==> config.mk <==
export PLATFORM = sky130hd
export DESIGN_NAME = adc_spi_responder
export DESIGN_NICKNAME = d
export VERILOG_FILES = /design/src/rtl/adc_spi_pkg.sv /design/src/rtl/spi_in_sync.sv /design/src/rtl/adc_spi_responder.sv
export SDC_FILE = /design/constraint.sdc
export NUM_CORES = 1
export LEC_CHECK = 0
export BUFFER_PORTS_ARGS = -buffer_cell sky130_fd_sc_hd__buf_2
export CAP_MARGIN = 20
export CORE_MARGIN = 10
export CORE_UTILIZATION = 57
export CTS_CLUSTER_DIAMETER = 100
export DETAILED_ROUTE_END_ITERATION = 6
export MAX_ROUTING_LAYER = met4
export PLACE_DENSITY = 0.95
export SETUP_SLACK_MARGIN = 0.1
export SLEW_MARGIN = 20
export SYNTH_ARGS = -nofsm -noshare
export SYNTH_HDL_FRONTEND = slang
export SYNTH_SLANG_ARGS = --single-unit
==> constraint.sdc <==
create_clock -name i_Clk -period 4.9 [get_ports i_Clk]
set_input_delay 0.735 -clock i_Clk [delete_from_list [all_inputs] [get_ports i_Clk]]
set_output_delay 0.735 -clock i_Clk [all_outputs]
set_load 0.02 [all_outputs]
==> src/rtl/adc_spi_pkg.sv <==
// Shared constants, state encoding and frame-load helper for the emulated
// 8-channel 12-bit serial ADC.
package adc_spi_pkg;

   localparam int DATA_W     = 12;
   localparam int NUM_CH     = 8;
   localparam int ADDR_W     = 3;
   localparam int LEAD_ZEROS = 4;
   localparam int FRAME_BITS = LEAD_ZEROS + DATA_W;
   localparam int CTRL_BITS  = 8;
   localparam int ADDR_LSB   = 3;
   localparam int ADDR_MSB   = 5;
   localparam int CNT_W      = $clog2(FRAME_BITS) + 1;

   localparam logic [CNT_W-1:0] CNT_CTRL_END = CNT_W'(CTRL_BITS);
   localparam logic [CNT_W-1:0] CNT_LAST     = CNT_W'(FRAME_BITS - 1);

   typedef enum logic {
      ST_IDLE  = 1'b0,
      ST_SHIFT = 1'b1
   } state_t;

   function automatic logic [FRAME_BITS-1:0] load_frame(
      input logic [NUM_CH*DATA_W-1:0] ch_data,
      input logic [ADDR_W-1:0]        sel
   );
      return {{LEAD_ZEROS{1'b0}}, ch_data[int'(sel)*DATA_W +: DATA_W]};
   endfunction

endpackage

==> src/rtl/spi_in_sync.sv <==
// Two-flop synchronizer for one SPI pin, with registered rise/fall pulses.
// The level output is delayed one extra flop so it lines up with the pulses.
module spi_in_sync (
   input  logic clk,
   input  logic rst_l,
   input  logic din,
   output logic level,
   output logic rise,
   output logic fall
);

   logic meta;
   logic sync;
   logic prev;

   // Reset to 0 so a CS_n held low across reset produces no falling edge.
   always_ff @(posedge clk) begin
      if (!rst_l) begin
         meta <= 1'b0;
         sync <= 1'b0;
         prev <= 1'b0;
         rise <= 1'b0;
         fall <= 1'b0;
      end else begin
         meta <= din;
         sync <= meta;
         prev <= sync;
         rise <= sync & ~prev;
         fall <= ~sync & prev;
      end
   end

   assign level = prev;

endmodule

==> src/rtl/adc_spi_responder.sv <==
// Mode-0 SPI responder emulating an 8-channel 12-bit serial ADC.
//   state    | meaning
//   ST_IDLE  | CS_n high or no frame started; MISO held 0
//   ST_SHIFT | frame active; rx on SCLK rise, tx on SCLK fall
module adc_spi_responder
   import adc_spi_pkg::*;
(
   input  logic                     i_Clk,
   input  logic                     i_Rst_L,
   input  logic [NUM_CH*DATA_W-1:0] i_Ch_Data,
   input  logic                     i_SPI_Clk,
   input  logic                     i_SPI_CS_n,
   input  logic                     i_SPI_MOSI,
   output logic                     o_SPI_MISO,
   output logic [ADDR_W-1:0]        o_Ch_Sel,
   output logic                     o_Frame_Done,
   output logic                     o_Frame_Err
);

   logic sclk_rise, sclk_fall, sclk_level_unused;
   logic cs_rise, cs_fall, cs_level_unused;
   logic mosi, mosi_rise_unused, mosi_fall_unused;

   spi_in_sync u_sync_sclk (
      .clk   (i_Clk),
      .rst_l (i_Rst_L),
      .din   (i_SPI_Clk),
      .level (sclk_level_unused),
      .rise  (sclk_rise),
      .fall  (sclk_fall)
   );

   spi_in_sync u_sync_cs (
      .clk   (i_Clk),
      .rst_l (i_Rst_L),
      .din   (i_SPI_CS_n),
      .level (cs_level_unused),
      .rise  (cs_rise),
      .fall  (cs_fall)
   );

   spi_in_sync u_sync_mosi (
      .clk   (i_Clk),
      .rst_l (i_Rst_L),
      .din   (i_SPI_MOSI),
      .level (mosi),
      .rise  (mosi_rise_unused),
      .fall  (mosi_fall_unused)
   );

   state_t                  state;
   logic [CNT_W-1:0]        bit_cnt;
   logic [FRAME_BITS-1:0]   tx_sr;
   logic [CTRL_BITS-1:0]    rx_sr;

   always_ff @(posedge i_Clk) begin
      if (!i_Rst_L) begin
         state        <= ST_IDLE;
         bit_cnt      <= '0;
         tx_sr        <= '0;
         rx_sr        <= '0;
         o_SPI_MISO   <= 1'b0;
         o_Ch_Sel     <= '0;
         o_Frame_Done <= 1'b0;
         o_Frame_Err  <= 1'b0;
      end else begin
         o_Frame_Done <= 1'b0;
         o_Frame_Err  <= 1'b0;
         case (state)
            ST_IDLE: begin
               o_SPI_MISO <= 1'b0;
               if (cs_fall) begin
                  tx_sr   <= load_frame(i_Ch_Data, o_Ch_Sel);
                  rx_sr   <= '0;
                  bit_cnt <= '0;
                  state   <= ST_SHIFT;
               end
            end
            ST_SHIFT: begin
               // CS_n rise takes priority over any SCLK edge in the same cycle.
               if (cs_rise) begin
                  if (bit_cnt != '0) o_Frame_Err <= 1'b1;
                  o_SPI_MISO <= 1'b0;
                  bit_cnt    <= '0;
                  state      <= ST_IDLE;
               end else if (sclk_rise) begin
                  if (bit_cnt < CNT_CTRL_END) rx_sr <= {rx_sr[CTRL_BITS-2:0], mosi};
                  if (bit_cnt == CNT_LAST) begin
                     o_Ch_Sel     <= rx_sr[ADDR_MSB:ADDR_LSB];
                     tx_sr        <= load_frame(i_Ch_Data, rx_sr[ADDR_MSB:ADDR_LSB]);
                     o_Frame_Done <= 1'b1;
                     bit_cnt      <= '0;
                  end else begin
                     bit_cnt <= bit_cnt + 1'b1;
                  end
               end else if (sclk_fall) begin
                  // Count 0 here means a fresh reload: present its MSB unshifted.
                  if (bit_cnt != '0) begin
                     tx_sr      <= {tx_sr[FRAME_BITS-2:0], 1'b0};
                     o_SPI_MISO <= tx_sr[FRAME_BITS-2];
                  end else begin
                     o_SPI_MISO <= tx_sr[FRAME_BITS-1];
                  end
               end
            end
            default: state <= ST_IDLE;
         endcase
      end
   end

endmodule

# Word level (Yosys, flattened, before mapping)
# Index checks and enable logic that the tools add are counted.
# word_totals
wordCells	85
reg_bits	47
out_inout_bits	6
input_bits	101
# classes
n_addsub	1
n_reduce_logical	8
mul	2
muxes	27
magnitude_cmp	1
n_shift	2
n_eq_ne	11
n_bitwise	12
# op_table
operator	count
indexed part select 96 x 8 -> 12 bit	2
2-to-1 mux 16 bit	6
one-hot mux 16 bit (2 select lines)	1
2-to-1 mux 6 bit	4
2-to-1 mux 5 bit	4
inequality test 3 x 1 -> 1 bit, second input constant	4
one-hot mux 6 bit (2 select lines)	1
multiplier 3 x 2 -> 5 bit, second input constant	2
one-hot mux 5 bit (2 select lines)	1
2-to-1 mux 1 bit	8
NOT 1 bit	8
AND reduction 4 bit	2
inequality test 2 x 1 -> 1 bit, second input constant	3
adder 5 x 1 -> 5 bit, second input constant	1
== test 5 x 4 -> 1 bit, second input constant	1
< comparator 5 x 4 -> 1 bit, second input constant	1
AND reduction 5 bit	1
nonzero test 5 bit	1
AND 1 bit	4
one-hot mux 1 bit (2 select lines)	2
AND reduction 2 bit	2
OR reduction 4 bit	1
inequality test 3 x 2 -> 1 bit, second input constant	1
inequality test 3 bit, second input constant	1
2 further kinds	2

# Longest topological paths before layout
# Gate-level depths: netlist of run 1.
# logic_depth
ltp_word	6
mapped_depth	7
depth_no_buf	6

# Cells and area by module
# From an unflattened synthesis of run 1, not the netlist that was laid out.
# hier_totals
hier_cells	374
area_unflattened_um2	3791.1
# modules_own_cells
mod	seq_area_each_um2	cells_per_inst	area_per_inst_um2	n_inst
adc_spi_responder	680.7	344	3370.7	1
spi_in_sync	100.1	10	140.1	3

# Least setup slack after synthesis of run 1
# OpenSTA, ideal clock, no wires.
# synth_timing
path_type	register to register
start	register o_Ch_Sel[0]
end	register tx_sr[8]
n_path_buf	2
period_less_slack_ns	1.738
t_arrival_ns	1.603
setup_slack_ns	3.162
setup_time_ns	0.135
path_stages_with_launch	7
cell_sequence	dfxtp_1 > buf_6 > buf_6 > mux4_1 > mux2i_1 > or2_0 > a311oi_1
# synth_via
elab_chain_cells	4
# synth_lines
element	line_no	rtl
start: declaration	adc_spi_responder.sv:15	output logic [ADDR_W-1:0] o_Ch_Sel,
start signal: assignment	adc_spi_responder.sv:89	o_Ch_Sel <= rx_sr[ADDR_MSB:ADDR_LSB];
multiplier 3 x 2 -> 5 bit	adc_spi_pkg.sv:27	return {{LEAD_ZEROS{1'b0}}, ch_data[int'(sel)*DATA_W +: DATA_W]};
indexed part select 96 x 8 -> 12 bit	adc_spi_pkg.sv:27	
2-to-1 mux 16 bit	adc_spi_responder.sv:72	if (cs_fall) begin
one-hot mux 16 bit (2 select lines)	adc_spi_responder.sv:69	case (state)
end signal: assignment	adc_spi_responder.sv:73	tx_sr <= load_frame(i_Ch_Data, o_Ch_Sel);
end signal: assignment	adc_spi_responder.sv:90	tx_sr <= load_frame(i_Ch_Data, rx_sr[ADDR_MSB:ADDR_LSB]);
end signal: assignment	adc_spi_responder.sv:99	tx_sr <= {tx_sr[FRAME_BITS-2:0], 1'b0};
end: declaration	adc_spi_responder.sv:53	logic [FRAME_BITS-1:0] tx_sr;
# No other way between the ends. The select of a mux whose other input is x is not followed.
# A chain may end at the register's enable or synchronous reset.

# Worst setup path in the final report of run 1
# layout_timing
start	register state
end	register tx_sr[7]
# layout_via
elab_chain_cells	3
word_cells_on_any_way	8
cone_classes	eq/ne: 5; mux: 1; bitwise: 1; reduce/logical: 1
# layout_lines
element	line_no	rtl
start: declaration	adc_spi_responder.sv:51	state_t state;
start signal: assignment	adc_spi_responder.sv:58	state <= ST_IDLE;
start signal: assignment	adc_spi_responder.sv:76	state <= ST_SHIFT;
start signal: assignment	adc_spi_responder.sv:85	state <= ST_IDLE;
NOT 1 bit	n/a	
inequality test 2 x 1 -> 1 bit (no source line)	n/a	
AND reduction 5 bit (no source line)	n/a	
# Parallel ways exist; a longest one is shown, timed or not.

==> impl_results.md, run 1 <==
- Hold Path End: u_sync_sclk.rise
- CP Class: flip-flop to flip-flop
- Fin worst setup slack: 1.93 ns
- Max IR drop VDD: 0.147 mV
- Share of post-route cells with drive strength above 1: 0.310
- HP Class: flip-flop to flip-flop
- Main area contributors after synthesis: dfxtp_1 (26%), mux2i_1 (18%), mux4_1 (10%)
- Post-DRT Antenna Nets: 0
- Critical Path Sink Type: flip-flop
- Mapped Nets: 478
- Die Area: 10,000 µm²
- CTS resizes: 0
- Reg2reg setup slack: 1.93 ns
- Avg Vias per Cell: 6.84
- Gr ovfl total: 0
- DR WL/cell: 21.0 µm
- Hold_buf cts: 0
- Finished Layout Cells: 532
- Syn Inst Count: 375
- Worst Path Max Fanout: 22
- Die boundary width: 100 µm
- IO buf count: 106
- Final hold violations: 0
- Most instantiated cells after synthesis: mux2i_1 (66), dfxtp_1 (47), a21oi_1 (41), and2_1 (17), clkbuf_1 (17)
- Tcrit/Tclk final: 0.607
- TritonCTS clock tree: built
- Inserted Diodes: 0
- RSZ-0062 raised after global routing: no
- Synth-to-Final Area Change: 16.0%
- Post-layout util: 0.675
- Antenna violations before repair: 0
- Max Root-Sink Buffers: 2
- Final Setup Violations: 0
- Ys Warns: 0
- Max-cap violations: 0
- DP HPWL: 7920 µm
- 1st-pass router iterations: 6
- Number of setup buffers added after CTS: 0
- Leak: 0.00162 µW
- Setup TNS: 0 ns
- # IOs: 107
- Num CTS Buffers: 5
- R2R Path Start: state
- Worst-skew pair later-pin latency: 0.31 ns
- Placed Cells: 523
- Placer Congestion: 0.926
- Crit path DAT: 3.13 ns
- Row cnt: 29
- Tmin final: 2.97 ns
- Worst rel slew slack: 0.253
- Worst-Margin Slew: 1.12 ns
- Seq/Total Area, Yosys: 0.258
- Initial Utilization: 0.582
- Total GRT Usage: 0.219
- Pin count of the biggest net entering global routing: 50
- Startpoint types: flip-flop
- Filler cells: 442
- Worst Hold Depth: 1
- Leading area contributor after synthesis: dfxtp_1
- Netlist area before placement: 3650 µm²
- Die Y: 100 µm
- R2R Path End: tx_sr[7]
- Hold path start: u_sync_sclk.level
- Max Fclk: 0.336 GHz
- Mapped Avg Cell Area: 9.74 µm²
- First-pass GRT wire length: 17,900 µm
- Cells on worst reg2reg path: 5
- Cell with the most instances after synthesis: mux2i_1
- Register area: 942 µm²
- Nets: 557
- Clk sinks: 47
- Power Dens Cells: 201 nW/µm²
- Post-synth cell types: 48
- Async set-reset flop share out of synthesis: 0
- Worst Skew: 0.00537 ns
- Vias in the first global route: 3,819
- Number of remaining DRC errors: 0
- Post-synth EDFFs: 0
- Pins Over Slew Limit: 0
- Synth Register Bits: 47
- H-tree Lvls: 2
- DR iter-0 viols: 423
- Clock transition at path regs: 0.09 ns
- Final WL: 11,200 µm
- Multi-input gate area: 2490 µm²
- Hold slack: 0.408 ns
- Share of the synthesized area in the top cell type: 0.258
- Core box area: 6280 µm²
- Top_reg_cell synth: dfxtp_1
- Status: finished clean
- Clock root cell: clkbuf_8
- Via Count: 3,641
- Critical Path RT: 5.05 ns
- DP Worst Slack: 2.07 ns
==> how the worst max path moves through the flow <==
| stage | startpoint | endpoint | slack [ns] | cells after the start |
|---|---|---|---|---|
| floorplan | o_Ch_Sel[0] | tx_sr[8] | 3.16 | 6 |
| global placement | state | tx_sr[7] | 2.28 | 4 |
| detailed placement | state | tx_sr[7] | 2.07 | 4 |
| CTS | state | tx_sr[7] | 2.03 | 4 |
| global route | state | tx_sr[7] | 1.75 | 5 |
| finish | state | tx_sr[7] | 1.93 | 5 |
==> area by class of cell <==
class | instances | area share
inverters | 5 | 0.00443
well taps | 77 | 0.0227
repair buffers | 109 | 0.130
flip-flops and latches | 47 | 0.222
multi-input cells | 286 | 0.589
clock buffers | 6 | 0.0171
clock inverters | 2 | 0.0142
==> registers in the layout (all words and copies together) (netlist names), 3 cells and up <==
register / cells
tx_sr: 16
o_Ch_Sel: 3
rx_sr: 6
bit_cnt: 5
==> power by group <==
part           switching, µW  internal (µW)  leakage, µW
combinational           56.3           63.9      0.00117
clock                    133            204    0.0000654
sequential              5.45            390     0.000382
total                    195            657      0.00162
==> logic make-up after synthesis <==
family | after synthesis | synth area share
compound gates | 82 | 0.150
fa+ha+maj | 2 | 0.00685
buf+inv | 42 | 0.0593
flops | 47 | 0.258
mux | 93 | 0.356
simple gates | 109 | 0.171
==> stage by stage <==
step / cell area (µm²) / total power [µW]
final: 4240 / 852
after global placement: 4100 / 512
after floorplan: 3650 / 459
after CTS: 4230 / 848
after detailed placement: 4100 / 519
after global routing: 4240 / 876
==> metal layers <==
layer | up-vias | share of wire | global-route usage
met4 | 0 | 0.044 | 0.123
met3 | 59 | 0.066 | 0.0398
met2 | 262 | 0.50 | 0.354
met5 | - | 0 | -
li1 | 1602 | - | -
met1 | 1718 | 0.39 | 0.251
==> worst max-delay path, cell delays in order, from the launching register on <==
cell and delay, ns:
dfxtp_1 0.78, nor2b_1 0.90, o21ai_1 0.53, clkbuf_2 0.31
a21oi_1 0.23, a311oi_2 0.07
==> cell usage in the layout, fill, tap and decap left out, drive strengths merged, types with 6 or more instances in the layout <==
cell    instances
nand3          14
buf           108
o21ai           7
and2           17
a21oi          41
mux2i          66
or2            11
or3            11
nor2           16
clkbuf          7
dfxtp          47
mux4           25
nand2          15
a311oi         12
nor2b           6
a22oi          11
(Power assumes the default switching activity.)
==> inputs of run 2 (changes only) <==
--- a/config.mk
+++ b/config.mk
@@ -8,11 +8,11 @@
 export BUFFER_PORTS_ARGS = -buffer_cell sky130_fd_sc_hd__buf_2
 export CAP_MARGIN = 20
 export CORE_MARGIN = 10
-export CORE_UTILIZATION = 57
+export CORE_UTILIZATION = 53
 export CTS_CLUSTER_DIAMETER = 100
 export DETAILED_ROUTE_END_ITERATION = 6
 export MAX_ROUTING_LAYER = met4
-export PLACE_DENSITY = 0.95
+export PLACE_DENSITY = 0.91
 export SETUP_SLACK_MARGIN = 0.1
 export SLEW_MARGIN = 20
 export SYNTH_ARGS = -nofsm -noshare
==> constraint.sdc (replaced) <==
create_clock -name i_Clk -period 3.1 [get_ports i_Clk]
set_input_delay 0.465 -clock i_Clk [delete_from_list [all_inputs] [get_ports i_Clk]]
set_output_delay 0.465 -clock i_Clk [all_outputs]
set_load 0.02 [all_outputs]
==> impl_results.md, run 2 (same netlist as run 1, synthesis figures left out) <==
- Post-DRT Antenna Nets: 0
- Worst rel slew slack: 0.345
- Worst-Margin Slew: 0.982 ns
- Clock root cell: clkbuf_8
- CTS resizes: 0
- Slowest CP cell: dfxtp_1
- Max Root-Sink Buffers: 2
- Most common cell after layout, fill and taps aside: buf_2
- Max-cap violations: 0
- DR iter-0 viols: 265
- Status: finished clean
- Total GRT Usage: 0.203
- DR WL/cell: 19.2 µm
- Worst-skew pair later-pin latency: 0.30 ns
- Post-layout util: 0.627
- R2R Path End: rx_sr[2]
- Commonest non-fill, non-tap cells in the layout: buf_2 (106), mux2i_1 (66), dfxtp_1 (46)
- Leak: 0.00163 µW
- Inserted Diodes: 0
- Placer Congestion: 0.886
- Antenna violations before repair: 0
- 1st-pass router iterations: 5
- Worst Hold Depth: 2
- Crit path DAT: 2.51 ns
- Pin count of the biggest net entering global routing: 33
- CP Class: flip-flop to flip-flop
- CP startpoint: state
- DP HPWL: 7960 µm
- HP Class: input pin to flip-flop
- Worst Skew: 0.00489 ns
- Startpoint types: flip-flop
- Number of setup buffers added after CTS: 0
- Max Fclk: 0.424 GHz
- Worst Path Max Fanout: 22
- Vias in the first global route: 3,632
- Via Count: 3,444
- Critical Path RT: 3.25 ns
- Gr ovfl total: 0
- Critical Path Sink Type: flip-flop
- Reg2reg setup slack: 0.74 ns
- Cells on worst reg2reg path: 4
- Clock transition at path regs: 0.08 ns
- R2R Path Start: state
- Nets: 560
- Num CTS Buffers: 5
- Initial Utilization: 0.541
- Max reg flops: 16
- Placed Cells: 530
- RSZ-0062 raised after global routing: no
- IO buf count: 106
- Hold_buf cts: 0
- Biggest register: tx_sr
- Die Y: 103 µm
- Clk sinks: 47
- Slowest Stage Delay on Critical Path: 0.82 ns
- Max IR drop VDD: 0.190 mV
- Die boundary width: 103 µm
- H-tree Lvls: 2
- Avg Vias per Cell: 6.40
- # IOs: 107
- TritonCTS clock tree: built
- Final WL: 10,300 µm
- Share of post-route cells with drive strength above 1: 0.317
- Tcrit/Tclk final: 0.761
- Core box area: 6760 µm²
- Power Dens Cells: 286 nW/µm²
- First-pass GRT wire length: 17,000 µm
- Tmin final: 2.36 ns
- Final Setup Violations: 0
- Synth-to-Final Area Change: 16.0%
- Final Total Pwr: 1210 µW
- Setup TNS: 0 ns
- Largest regs: tx_sr: 16 flops, rx_sr: 6 flops, bit_cnt: 5 flops
- Number of remaining DRC errors: 0
- Finished Layout Cells: 538
- Hold Path End: u_sync_sclk.meta
- Die Area: 10,600 µm²
- Hold path start: i_SPI_Clk
- Pins Over Slew Limit: 0
- Row cnt: 30
- Final hold violations: 0
- Critical path cell sequence: nand2b_1 -> or4_1 -> mux2i_1 -> nor2_1
==> run 2: changes by cell type in the layout (fill, tap and decap cells not counted) <==
cell / before / now
buf_4: 2 / 6
bufinv_16: 2 / 0
clkbuf_2: 1 / 0
clkbuf_8: 5 / 7
o21ai_1: 1 / 0
o21ai_2: 0 / 1
==> run 2: cell type report <==
| type | instances | area [µm²] |
|---|---|---|
| Fill cell | 553 | 2520 |
| Clock buffer | 8 | 100 |
| Inverter | 5 | 18.8 |
| Multi-Input combinational cell | 286 | 2500 |
| Tap cell | 80 | 100 |
| Timing Repair Buffer | 112 | 576 |
| Sequential cell | 47 | 942 |
==> run 2: worst max path at each step <==
| stage | endpoint | depth (start not counted) |
|---|---|---|
| floorplan | tx_sr[8] | 6 |
| global placement | rx_sr[3] | 4 |
| detailed placement | tx_sr[7] | 6 |
| CTS | tx_sr[7] | 6 |
| global route | rx_sr[0] | 4 |
| finish | rx_sr[2] | 4 |
==> run 2: critical path, delay by kind of cell (launching register included) <==
family,cells,cell delay [ns]
DFF,1,0.82
muxes,1,0.23
and+or+nand+nor,3,1.16
==> run 2: through the flow <==
step / hold WS (ns) / cell area (µm²) / setup WS (ns)
2_1_floorplan: 0.383 / 3650 / 1.36
3_3_place_gp: 0.392 / 4130 / 0.877
4_1_cts: 0.369 / 4230 / 0.672
3_5_place_dp: 0.408 / 4130 / 0.683
5_1_grt: 0.382 / 4240 / 0.557
6_report: 0.368 / 4240 / 0.741
==> run 2: per-layer routing <==
layer / part of all wire / wire, µm / GRT usage / vias up
met3: 0.048 / 499 / 0.0235 / 23
met1: 0.42 / 4340 / 0.240 / 1667
met2: 0.51 / 5300 / 0.351 / 152
met4: 0.018 / 181 / 0.0663 / 0
met5: 0 / 0 / - / -
li1: - / - / - / 1602
==> run 2: power breakdown <==
| group | internal, µW | switching [µW] |
|---|---|---|
| combinational | 101 | 84.2 |
| clock | 204 | 197 |
| sequential | 616 | 8.22 |
| total | 920 | 290 |
==> inputs of run 3 (changes only) <==
==> constraint.sdc (replaced) <==
create_clock -name i_Clk -period 2.35 [get_ports i_Clk]
set_input_delay 0.3525 -clock i_Clk [delete_from_list [all_inputs] [get_ports i_Clk]]
set_output_delay 0.3525 -clock i_Clk [all_outputs]
set_load 0.02 [all_outputs]
==> impl_results.md, run 3 (same netlist as run 1, synthesis figures left out) <==
- Tcrit/Tclk final: 0.809
- Register area: 942 µm²
- Row cnt: 30
- Final WL: 10,400 µm
- Status: finished clean
- Num CTS Buffers: 5
- CP Class: flip-flop to flip-flop
- Avg Vias per Cell: 6.32
- Post-DRT Antenna Nets: 0
- Most common cell after layout, fill and taps aside: buf_2
- Hold_buf cts: 0
- RSZ-0062 raised after global routing: no
- Commonest non-fill, non-tap cells in the layout: buf_2 (106), mux2i_1 (66), dfxtp_1 (46)
- Crit path DAT: 2.10 ns
- Biggest register: tx_sr
- Critical Path RT: 2.55 ns
- Worst Path Max Fanout: 17
- DR iter-0 viols: 267
- Max reg flops: 16
- TritonCTS clock tree: built
- Inserted Diodes: 0
- Placer Congestion: 0.926
- CTS resizes: 0
- Worst Skew: 0.00493 ns
- # IOs: 107
- Setup TNS: 0 ns
- HP Class: input pin to flip-flop
- Via Count: 3,440
- Pin count of the biggest net entering global routing: 36
- Max Root-Sink Buffers: 2
- Clock root cell: clkbuf_8
- Core box area: 6760 µm²
- Total GRT Usage: 0.201
- Leak: 0.00165 µW
- Max Fclk: 0.526 GHz
- Filler cells: 546
- Max IR drop VDD: 0.216 mV
- Worst Hold Depth: 2
- Power Dens Cells: 359 nW/µm²
- Critical Path Sink Type: flip-flop
- Initial Utilization: 0.541
- Largest regs: tx_sr: 16 flops, rx_sr: 6 flops, bit_cnt: 5 flops
- Die Area: 10,600 µm²
- Antenna violations before repair: 0
- Gr ovfl total: 0
- Hold path start: i_SPI_MOSI
- 1st-pass router iterations: 5
- IO buf count: 106
- Tmin final: 1.90 ns
- Cells on worst reg2reg path: 5
- Clk sinks: 47
- Max-cap violations: 0
- Multi-input gate area: 2490 µm²
- Die Y: 103 µm
- Hold Path End: u_sync_mosi.meta
- Final hold violations: 0
- Number of setup buffers added after CTS: 0
- Pins Over Slew Limit: 0
- H-tree Lvls: 2
- R2R Path Start: bit_cnt[0]
- Number of remaining DRC errors: 0
- Reg2reg setup slack: 0.45 ns
- Nets: 566
- Vias in the first global route: 3,755
- Clock transition at path regs: 0.08 ns
- Worst-Margin Slew: 0.892 ns
- Final Setup Violations: 0
- Final Total Pwr: 1540 µW
- Share of post-route cells with drive strength above 1: 0.321
- First-pass GRT wire length: 17,000 µm
- Worst-skew pair later-pin latency: 0.30 ns
- CP startpoint: bit_cnt[0]
- DR WL/cell: 19.1 µm
- Die boundary width: 103 µm
- Startpoint types: flip-flop
- R2R Path End: tx_sr[3]
- Synth-to-Final Area Change: 17.3%
- DP HPWL: 8070 µm
- Worst rel slew slack: 0.404
[run 3: changes by cell type in the layout (fill, tap and decap cells not counted)]
| cell | delta |
|---|---|
| clkbuf_8 | -2 |
| o21ai_1 | +1 |
| buf_12 | +2 |
| clkinv_2 | +1 |
| clkbuf_1 | +1 |
| buf_4 | +4 |
| o21ai_2 | -1 |
[run 3: worst max-delay path by stage]
stage / end / slack [ns] / cells past startpoint
final: tx_sr[3] / 0.45 / 5
after global routing: tx_sr[3] / 0.27 / 5
after CTS: tx_sr[3] / 0.46 / 5
after detailed placement: tx_sr[2] / 0.47 / 5
after global placement: tx_sr[7] / 0.55 / 5
after floorplan: tx_sr[8] / 0.61 / 6
[run 3: routing by layer]
layer | wire, µm | global-route usage | vias up
met5 | 0 | - | -
met4 | 286 | 0.0802 | 0
met3 | 498 | 0.0255 | 29
met2 | 5190 | 0.343 | 175
met1 | 4410 | 0.235 | 1623
li1 | - | - | 1613
[run 3: final cells by class]
cell class / count / area share
multi-input combinational: 286 / 0.583
timing repair buffer: 118 / 0.151
clock inverter: 1 / 0.00117
tap: 80 / 0.0234
clock buffer: 7 / 0.0178
sequential: 47 / 0.220
inverter: 5 / 0.00438
[run 3: critical path, stage by stage (launching register included)]
cell	delay, ns
dfxtp_1	0.38
ha_1	0.28
nand4b_4	0.19
a32oi_4	0.55
a21oi_1	0.13
a311oi_1	0.28
[run 3: power breakdown]
| part | leakage (µW) | internal (µW) | switching (µW) |
|---|---|---|---|
| clock | 0.0000422 | 209 | 259 |
| sequential | 0.000382 | 812 | 9.16 |
| combinational | 0.00123 | 136 | 114 |
[run 3: metrics by stage]
step,hold slack (ns),instances,instance area [µm²],worst slack [ns],util
3_5_place_dp,0.397,536,4200,0.474,0.622
5_1_grt,0.267,544,4280,0.267,0.634
3_3_place_gp,0.392,536,4200,0.551,0.622
6_report,0.263,544,4280,0.449,0.634
2_1_floorplan,0.383,375,3650,0.612,-
4_1_cts,0.257,544,4280,0.464,0.634
